**config.mk**
```make
export PLATFORM = sky130hd
export DESIGN_NAME = multicycle_control_flat
export DESIGN_NICKNAME = d
export VERILOG_FILES = /design/src/rtl/multicycle_control_if.sv /design/src/rtl/multicycle_control.sv /design/src/flat_wrapper.sv
export SDC_FILE = /design/constraint.sdc
export NUM_CORES = 1
export LEC_CHECK = 0
export ABC_AREA = 1
export CORE_UTILIZATION = 45
export CTS_BUF_LIST = sky130_fd_sc_hd__clkbuf_8
export CTS_CLUSTER_DIAMETER = 120
export DETAILED_ROUTE_END_ITERATION = 7
export HOLD_SLACK_MARGIN = 0.05
export PLACE_DENSITY = 0.91
export SYNTH_ARGS = -nofsm -noshare
export SYNTH_HDL_FRONTEND = slang
export SYNTH_SLANG_ARGS = --single-unit
```
**constraint.sdc**
```tcl
create_clock -name clk -period 1.9 [get_ports clk]
set_input_delay 0.19 -clock clk [delete_from_list [all_inputs] [get_ports clk]]
set_output_delay 0.19 -clock clk [all_outputs]
set_load 0.02 [all_outputs]
```
**src/rtl/multicycle_control_if.sv**
```systemverilog
// Control/datapath bundle for the multicycle MIPS controller.
// master = control unit, slave = datapath (IR fields + zero flag in, selects/strobes out).
interface multicycle_control_if;
  logic [5:0] opcode;
  logic [5:0] func;
  logic       zero;
  logic       pc_en;
  logic [1:0] pc_src;
  logic       ir_write;
  logic       mem_read;
  logic       mem_write;
  logic       iord;
  logic       reg_write;
  logic       reg_dst;
  logic       mem_to_reg;
  logic       alu_src_a;
  logic [1:0] alu_src_b;
  logic [2:0] alu_op;

  modport master (
    input  opcode, func, zero,
    output pc_en, pc_src, ir_write,
    output mem_read, mem_write, iord,
    output reg_write, reg_dst, mem_to_reg,
    output alu_src_a, alu_src_b, alu_op
  );

  modport slave (
    output opcode, func, zero,
    input  pc_en, pc_src, ir_write,
    input  mem_read, mem_write, iord,
    input  reg_write, reg_dst, mem_to_reg,
    input  alu_src_a, alu_src_b, alu_op
  );
endinterface

```
**src/rtl/multicycle_control.sv**
```systemverilog
// Moore FSM sequencing the shared-ALU multicycle MIPS datapath.
// Ports: clk, reset (sync, high), bus (controls), state, retired, illegal.
module multicycle_control #(
  parameter int COUNT_W = 16
) (
  input  logic               clk,
  input  logic               reset,
  multicycle_control_if.master bus,
  output logic [3:0]         state,
  output logic [COUNT_W-1:0] retired,
  output logic               illegal
);

  typedef enum logic [3:0] {
    S_FETCH     = 4'd0,
    S_DECODE    = 4'd1,
    S_MEM_ADDR  = 4'd2,
    S_MEM_READ  = 4'd3,
    S_MEM_WB    = 4'd4,
    S_MEM_WRITE = 4'd5,
    S_R_EXEC    = 4'd6,
    S_R_WB      = 4'd7,
    S_BRANCH    = 4'd8,
    S_JUMP      = 4'd9,
    S_ADDI_EXEC = 4'd10,
    S_ADDI_WB   = 4'd11,
    S_HALT      = 4'd12
  } state_t;

  state_t state_q;
  state_t state_d;

  logic is_r, is_mem, is_beq, is_j, is_addi;
  logic func_ok;
  logic [2:0] r_op;
  logic term;

  assign is_r    = bus.opcode == 6'b000000;
  assign is_mem  = bus.opcode == 6'b100011
                || bus.opcode == 6'b101011;
  assign is_beq  = bus.opcode == 6'b000100;
  assign is_j    = bus.opcode == 6'b000010;
  assign is_addi = bus.opcode == 6'b001000;

  always_comb begin
    func_ok = 1'b1;
    r_op    = 3'b010;
    case (bus.func)
      6'b100000: r_op = 3'b010;
      6'b100010: r_op = 3'b110;
      6'b100100: r_op = 3'b000;
      6'b100101: r_op = 3'b001;
      6'b101010: r_op = 3'b111;
      default:   func_ok = 1'b0;
    endcase
  end

  always_comb begin
    state_d = S_FETCH;
    case (state_q)
      S_FETCH: state_d = S_DECODE;
      S_DECODE: begin
        unique case (1'b1)
          is_mem:            state_d = S_MEM_ADDR;
          is_r && func_ok:   state_d = S_R_EXEC;
          is_beq:            state_d = S_BRANCH;
          is_j:              state_d = S_JUMP;
          is_addi:           state_d = S_ADDI_EXEC;
          default:           state_d = S_HALT;
        endcase
      end
      S_MEM_ADDR:
        state_d = bus.opcode[3] ? S_MEM_WRITE
                                : S_MEM_READ;
      S_MEM_READ:  state_d = S_MEM_WB;
      S_R_EXEC:    state_d = S_R_WB;
      S_ADDI_EXEC: state_d = S_ADDI_WB;
      S_HALT:      state_d = S_HALT;
      default:     state_d = S_FETCH;
    endcase
  end

  // Terminal states retire on the edge that leaves them.
  always_comb begin
    case (state_q)
      S_MEM_WB, S_MEM_WRITE, S_R_WB,
      S_BRANCH, S_JUMP, S_ADDI_WB: term = 1'b1;
      default:                     term = 1'b0;
    endcase
  end

  always_ff @(posedge clk) begin
    if (reset) begin
      state_q <= S_FETCH;
      retired <= '0;
    end else begin
      state_q <= state_d;
      if (term)
        retired <= retired + COUNT_W'(1);
    end
  end

  assign state   = state_q;
  assign illegal = state_q == S_HALT;

  always_comb begin
    bus.pc_en      = 1'b0;
    bus.pc_src     = 2'b00;
    bus.ir_write   = 1'b0;
    bus.mem_read   = 1'b0;
    bus.mem_write  = 1'b0;
    bus.iord       = 1'b0;
    bus.reg_write  = 1'b0;
    bus.reg_dst    = 1'b0;
    bus.mem_to_reg = 1'b0;
    bus.alu_src_a  = 1'b0;
    bus.alu_src_b  = 2'b00;
    bus.alu_op     = 3'b000;
    case (state_q)
      S_FETCH: begin
        bus.mem_read  = 1'b1;
        bus.ir_write  = 1'b1;
        bus.pc_en     = 1'b1;
        bus.alu_src_b = 2'b01;
        bus.alu_op    = 3'b010;
      end
      S_DECODE: begin
        bus.alu_src_b = 2'b11;
        bus.alu_op    = 3'b010;
      end
      S_MEM_ADDR, S_ADDI_EXEC: begin
        bus.alu_src_a = 1'b1;
        bus.alu_src_b = 2'b10;
        bus.alu_op    = 3'b010;
      end
      S_MEM_READ: begin
        bus.mem_read = 1'b1;
        bus.iord     = 1'b1;
      end
      S_MEM_WB: begin
        bus.reg_write  = 1'b1;
        bus.mem_to_reg = 1'b1;
      end
      S_MEM_WRITE: begin
        bus.mem_write = 1'b1;
        bus.iord      = 1'b1;
      end
      S_R_EXEC: begin
        bus.alu_src_a = 1'b1;
        bus.alu_op    = r_op;
      end
      S_R_WB: begin
        bus.reg_write = 1'b1;
        bus.reg_dst   = 1'b1;
      end
      S_ADDI_WB: bus.reg_write = 1'b1;
      S_BRANCH: begin
        bus.alu_src_a = 1'b1;
        bus.alu_op    = 3'b110;
        bus.pc_src    = 2'b01;
        bus.pc_en     = bus.zero;
      end
      S_JUMP: begin
        bus.pc_src = 2'b10;
        bus.pc_en  = 1'b1;
      end
      default: ;
    endcase
    // A stale state during reset must not write anything.
    if (reset) begin
      bus.pc_en     = 1'b0;
      bus.ir_write  = 1'b0;
      bus.mem_write = 1'b0;
      bus.reg_write = 1'b0;
    end
  end

endmodule

```
**src/flat_wrapper.sv**
```systemverilog
// flat-port wrapper written by rule: the top's interface ports become plain ports
module multicycle_control_flat 
#(
  parameter int COUNT_W = 16
)
  (clk, reset, state, retired, illegal, bus_opcode, bus_func, bus_zero, bus_pc_en, bus_pc_src, bus_ir_write, bus_mem_read, bus_mem_write, bus_iord, bus_reg_write, bus_reg_dst, bus_mem_to_reg, bus_alu_src_a, bus_alu_src_b, bus_alu_op);
  multicycle_control_if bus_i ();
  input  logic clk;
  input  logic reset;
  output logic [3:0] state;
  output logic [COUNT_W-1:0] retired;
  output logic illegal;
  input wire logic [$bits(bus_i.opcode)-1:0] bus_opcode;
  input wire logic [$bits(bus_i.func)-1:0] bus_func;
  input wire logic [$bits(bus_i.zero)-1:0] bus_zero;
  output wire logic [$bits(bus_i.pc_en)-1:0] bus_pc_en;
  output wire logic [$bits(bus_i.pc_src)-1:0] bus_pc_src;
  output wire logic [$bits(bus_i.ir_write)-1:0] bus_ir_write;
  output wire logic [$bits(bus_i.mem_read)-1:0] bus_mem_read;
  output wire logic [$bits(bus_i.mem_write)-1:0] bus_mem_write;
  output wire logic [$bits(bus_i.iord)-1:0] bus_iord;
  output wire logic [$bits(bus_i.reg_write)-1:0] bus_reg_write;
  output wire logic [$bits(bus_i.reg_dst)-1:0] bus_reg_dst;
  output wire logic [$bits(bus_i.mem_to_reg)-1:0] bus_mem_to_reg;
  output wire logic [$bits(bus_i.alu_src_a)-1:0] bus_alu_src_a;
  output wire logic [$bits(bus_i.alu_src_b)-1:0] bus_alu_src_b;
  output wire logic [$bits(bus_i.alu_op)-1:0] bus_alu_op;
  assign bus_i.opcode = bus_opcode;
  assign bus_i.func = bus_func;
  assign bus_i.zero = bus_zero;
  assign bus_pc_en = bus_i.pc_en;
  assign bus_pc_src = bus_i.pc_src;
  assign bus_ir_write = bus_i.ir_write;
  assign bus_mem_read = bus_i.mem_read;
  assign bus_mem_write = bus_i.mem_write;
  assign bus_iord = bus_i.iord;
  assign bus_reg_write = bus_i.reg_write;
  assign bus_reg_dst = bus_i.reg_dst;
  assign bus_mem_to_reg = bus_i.mem_to_reg;
  assign bus_alu_src_a = bus_i.alu_src_a;
  assign bus_alu_src_b = bus_i.alu_src_b;
  assign bus_alu_op = bus_i.alu_op;
  multicycle_control #(.COUNT_W(COUNT_W)) u_core (.clk(clk), .reset(reset), .bus(bus_i), .state(state), .retired(retired), .illegal(illegal));
endmodule
```
* Word level (Yosys, flattened, before mapping)
Cells that the tools add are included.
Word-level totals: register bits 20, input bits 15, output and inout bits 37, logic and storage cells 60
Cells by class: muxes and demuxes 22, add/subtract/negate cells 1, equality and inequality tests 22, reduce and logical (&&, ||, !) cells 13
Operator list (number):
- $eq 6x6->1 const B | 7
- $pmux 4 s7 | 1
- $eq 4x4->1 const B | 5
- $pmux 4 s5 | 1
- $add 16x1->16 const B | 1
- $eq 4x3->1 const B | 4
- $mux 1 | 14
- $pmux 3 s4 | 1
- $pmux 3 s3 | 1
- $eq 4x2->1 const B | 2
- $reduce_or 2->1 | 4
- $reduce_or 4->1 | 2
- $eq 6x2->1 const B | 1
- $eq 6x3->1 const B | 1
- $eq 6x4->1 const B | 1
- $logic_not 6->1 | 1
- $pmux 2 s3 | 1
- $reduce_or 6->1 | 1
- $reduce_or 5->1 | 1
- $eq 4x1->1 const B | 1
- $logic_not 4->1 | 1
- $pmux 2 s2 | 1
- $mux 3 | 1
- $reduce_or 3->1 | 1
- 3 further kinds | 3

* Longest topological paths before layout
Gate-level depths: netlist of the first run.
word-level depth 6, gate-level depth with buffers 11, mapped depth without buffers 11

* Worst setup path before layout of the first run
Ideal clock, no wire load.
path kind reg-to-output, from register u_core.state_q[3] (netlist: u_core.state[3]), to output port bus_alu_op[1], path buffers 0, slack 0.172 ns, required time 1.710 ns, cell stages (with the launch flop) 6, data arrival time 1.538 ns, cells stage by stage dfxtp_1 > nand2_1 > nor2_1 > inv_1 > nand2_1 > a211o_1
Between the ends: longest elaborated chain between the ends 3, elaborated cells between the ends (all ways) 8, those cells by class eq/ne (5); mux (1); reduce/logical (2)
RTL lines:
- from (decl) | RTL line multicycle_control.sv:30 | state_t state_q;
- from (signal assigned) | RTL line multicycle_control.sv:97 | state_q <= state_d;
- $eq 4x1->1 (tied with other cells) | RTL line multicycle_control.sv:119 | case (state_q)
- $reduce_or 4->1 (no source line)
- $pmux 3 s3 (*) | RTL line multicycle_control.sv:119
- to (decl) | RTL line flat_wrapper.sv:27 | output wire logic [$bits(bus_i.alu_op)-1:0] bus_alu_op;
Every way passes the cells marked *; elsewhere a longest branch is shown, timed or not.

* Worst setup path in the final report of the first run
from register u_core.state_q[2] (netlist: u_core.state[2]), to output port bus_reg_dst
Between the ends: longest elaborated chain between the ends 2
RTL lines:
- $eq 4x3->1 | RTL line multicycle_control.sv:119
- $mux 1 | RTL line multicycle_control.sv:119
- to (decl) | RTL line flat_wrapper.sv:23 | output wire logic [$bits(bus_i.reg_dst)-1:0] bus_reg_dst;
Every way passes these cells.

==> results of run 1 <==
## where the power goes
| part | leakage (nW) | switching, mW | internal (mW) |
|---|---|---|---|
| logic | 0.766 | 0.253 | 0.171 |
| clock network | 0.0216 | 0.133 | 0.141 |
| registers | 0.162 | 0.0227 | 0.436 |
| total | 0.950 | 0.408 | 0.749 |
## critical path: stages (launching register included)
cell and delay [ns]:
dfxtp_1 0.40, nand2_1 0.10, buf_4 0.15, nor2_1 0.07, clkdlybuf4s50_1 0.64
## stage by stage
stage / setup TNS [ns] / power (mW) / util / instance area, µm²
finish: 0 / 1.157 / 0.7289 / 2062
global route: -0.0002575 / 1.213 / 0.7289 / 2062
floorplan: 0 / 0.6934 / - / 1376
CTS: 0 / 1.154 / 0.7271 / 2057
global placement: -0.2849 / 0.9038 / 0.7165 / 2027
detailed placement: -0.3764 / 0.9114 / 0.7165 / 2027
## per-layer routing
| layer | track usage | vias up | routed length, µm |
|---|---|---|---|
| met5 | 0 | - | 0 |
| met4 | 0.04878 | 0 | 47 |
| met3 | 0.04762 | 6 | 138 |
| met2 | 0.3933 | 39 | 1853 |
| met1 | 0.3249 | 742 | 1735 |
| li1 | - | 861 | - |
## sequential cells by signal, indices dropped and copies added, names as in the netlist
name            cells
u_core.state        4
u_core.retired     16
## Yosys cell counts, drive strengths merged
cell type and n:
xor2 2, nand4 3, inv 37, a211o 1, nor4 3, a31oi 1
xnor2 2, nor3 6, o31ai 1, o21a 1, dfxtp 20, nand3 16
o21ai 9, nor2 49, o221ai 1, clkbuf 1, o31a 1, nand2 53
a21oi 17, a211oi 2, ha 1
## worst max path at each step
stage | end | start | slack [ns] | depth (start not counted)
2_1_floorplan | bus_alu_op[1] | u_core.state[3]$_SDFF_PP0_ | 0.17 | 5
3_3_place_gp | bus_alu_op[1] | bus_func[5] | -0.20 | 8
3_5_place_dp | bus_alu_op[1] | bus_func[5] | -0.25 | 8
4_1_cts | bus_alu_op[1] | bus_func[2] | 0.03 | 8
5_1_grt | bus_ir_write | u_core.state[3]$_SDFF_PP0_ | -0.0003 | 6
6_report | bus_reg_dst | u_core.state[2]$_SDFF_PP0_ | 0.09 | 4
## cell type report
class                   count  area, µm²  share of cell area
flip-flops and latches     20      400.4              0.1942
well taps                  31      38.79             0.01881
clock buffers               3      41.29             0.02002
inverters                  37      138.9             0.06735
multi-input cells         169      845.8              0.4102
repair buffers             65      596.8              0.2894
## cell families after synthesis
group                      share of synthesized area
adders and majority gates                   0.009089
AOI/OAI and AO/OA                             0.1400
buffers and inverters                         0.1036
xor gates and xnor gates                     0.02546
DFF                                           0.2909
and+or+nand+nor                               0.4309
==> impl_results.md, run 1 <==
- Status: finished, violations left
- Violated checks: design-rule violations
- Io pins: 52
- Detailed router's first-iteration violation count: 109
- Worst Setup Slack, final: 0.09487 ns
- Master cell of the clock root buffer: clkbuf_8
- Final count of hold timing violations: 0
- First-pass GRT wire length: 6265 µm
- Vias in the first global route: about 1400
- Vias after detailed routing: 1648
- Transition at the pin with the smallest max-transition slack: ~0.29 ns
- Antenna Violating Nets Remaining: 0
- Insertion delay to the later sink of the worst-skew pair: between 0.2 and 0.3 ns
- Data arrival time of the worst path: 1.62 ns
- DRT Pass-1 Iters: 7
- Post-synthesis cell type with the largest combined area: dfxtp_1
- Starting density of the core: 0.4865
- Half-perimeter wire length of the detailed placement result: ~3000 µm
- Share of cells above drive strength 1: 0.1259
- Inserted Diodes: 0
- # nets final: 312
- Power density normalized to cell area: 561.1 mW/mm²
- Synthesized area per cell: 6.063 µm²
- Portion of the clock cycle consumed by the worst path in the final layout: 0.9501
- Worst clock skew: 0.005849 ns
- Gr ovfl total: 0
- Final weighted congestion in routability-driven placement: 0.9552
- Start of the worst register-to-register path: u_core.retired[0]$_SDFFE_PP0P_
- DRC violations left: 2
- Worst Hold Depth: 2
- Dominant cells by area after synthesis: dfxtp_1 (29%), nand2_1 (13%), nor2_1 (12%)
- Portion of synthesized cell area occupied by the leading cell type: 0.2909
- Instance count after placement with tap cells included: 322
- Non-Filler Instances: 325
- Die width: 57.31 µm
- Synth cell types: 29
- Pleak: 0.9500 nW
- Cell Rows: 19
- Synthesis-to-finish area growth: 49.82%
- Endpoint of the worst register-to-register path: u_core.retired[14]$_SDFFE_PP0P_
- Max Transition Viols Final: 0
- CP Max Fanout: 5
- Commonest cells after routing, fill and taps aside: nand2_1 (47), nor2_1 (41), inv_1 (36), clkdlybuf4s50_1 (36), dfxtp_1 (20)
- Commonest non-fill, non-tap cell in the layout: nand2_1
- Worst hold slack after final layout: 0.4967 ns
- Nature of the critical path startpoint: flop
- Core outline area: 0.002829 mm²
- Worst Hold Endpoint: u_core.retired[5]$_SDFFE_PP0P_
- Detailed-route wire length: 3775 µm
- Syn. warnings: 0
- Fraction of the yosys area taken by sequential cells: 0.2909
- WL/cell: ~12 µm
- TritonCTS clock tree: built
- Clock-pin transition on the worst setup and hold timing paths: roughly 0.070 ns
- Number of antenna violations at the first check in global routing: 0
- Sink Count: 20
- Flip-flop and latch count after synthesis: 20
- Synthesized Nets: ~240
- Total GRT Usage: 0.2384
- Post_cts resized: 15
- Summed instance area of the synthesized netlist: 0.001376 mm²
- Number of setup violations in the final report: 0
- Buffers on Ports: 51
- Vias/cell: 5.071
- Largest buffer count on any clock path: 2
- Overall die height: 57.31 µm
- Highest attainable clock frequency: 554.0 MHz
- Number of clock buffers inserted by TritonCTS: 3
- Post-Place Worst Slack: -0.2503 ns
- Critical setup path kind: reg -> out
- WP data required: around 1.7 ns
- Syn Inst Count: 227
- Cts-stage hold buffer count: 0
- H-tree levels: 1
- Fill cell count: 228
- Pin count of the biggest net entering global routing: 11
- Maximum capacitance violations: 0
- Setup slack of the worst register-to-register path: 0.30 ns
- Min-Delay Startpoint: u_core.retired[5]$_SDFFE_PP0P_
- Element type at the critical path end: output port
- Total die area: 0.003284 mm²
- Tmin final: 1.805 ns
- Rel. slew slack: 0.8090
- Number of cells traversed by the worst register-to-register path: 10
- Path class of the lowest-slack min-delay path: reg -> reg
- Setup Buffers After CTS: 0
- VDD IR max: between 0.4 and 0.5 mV
Power figures use the tool's default switching activity.
==> run 2: changes to the inputs <==
Settings changed: CTS_CLUSTER_DIAMETER 120 to default.
==> results of run 2 <==
No change in the layout: final DEF, timing and power equal those of run 1.
==> run 3: changes to the inputs <==
Settings changed: SLEW_MARGIN from default to 20.
==> results of run 3 <==
No change in the layout: final DEF, timing and power equal those of run 1.
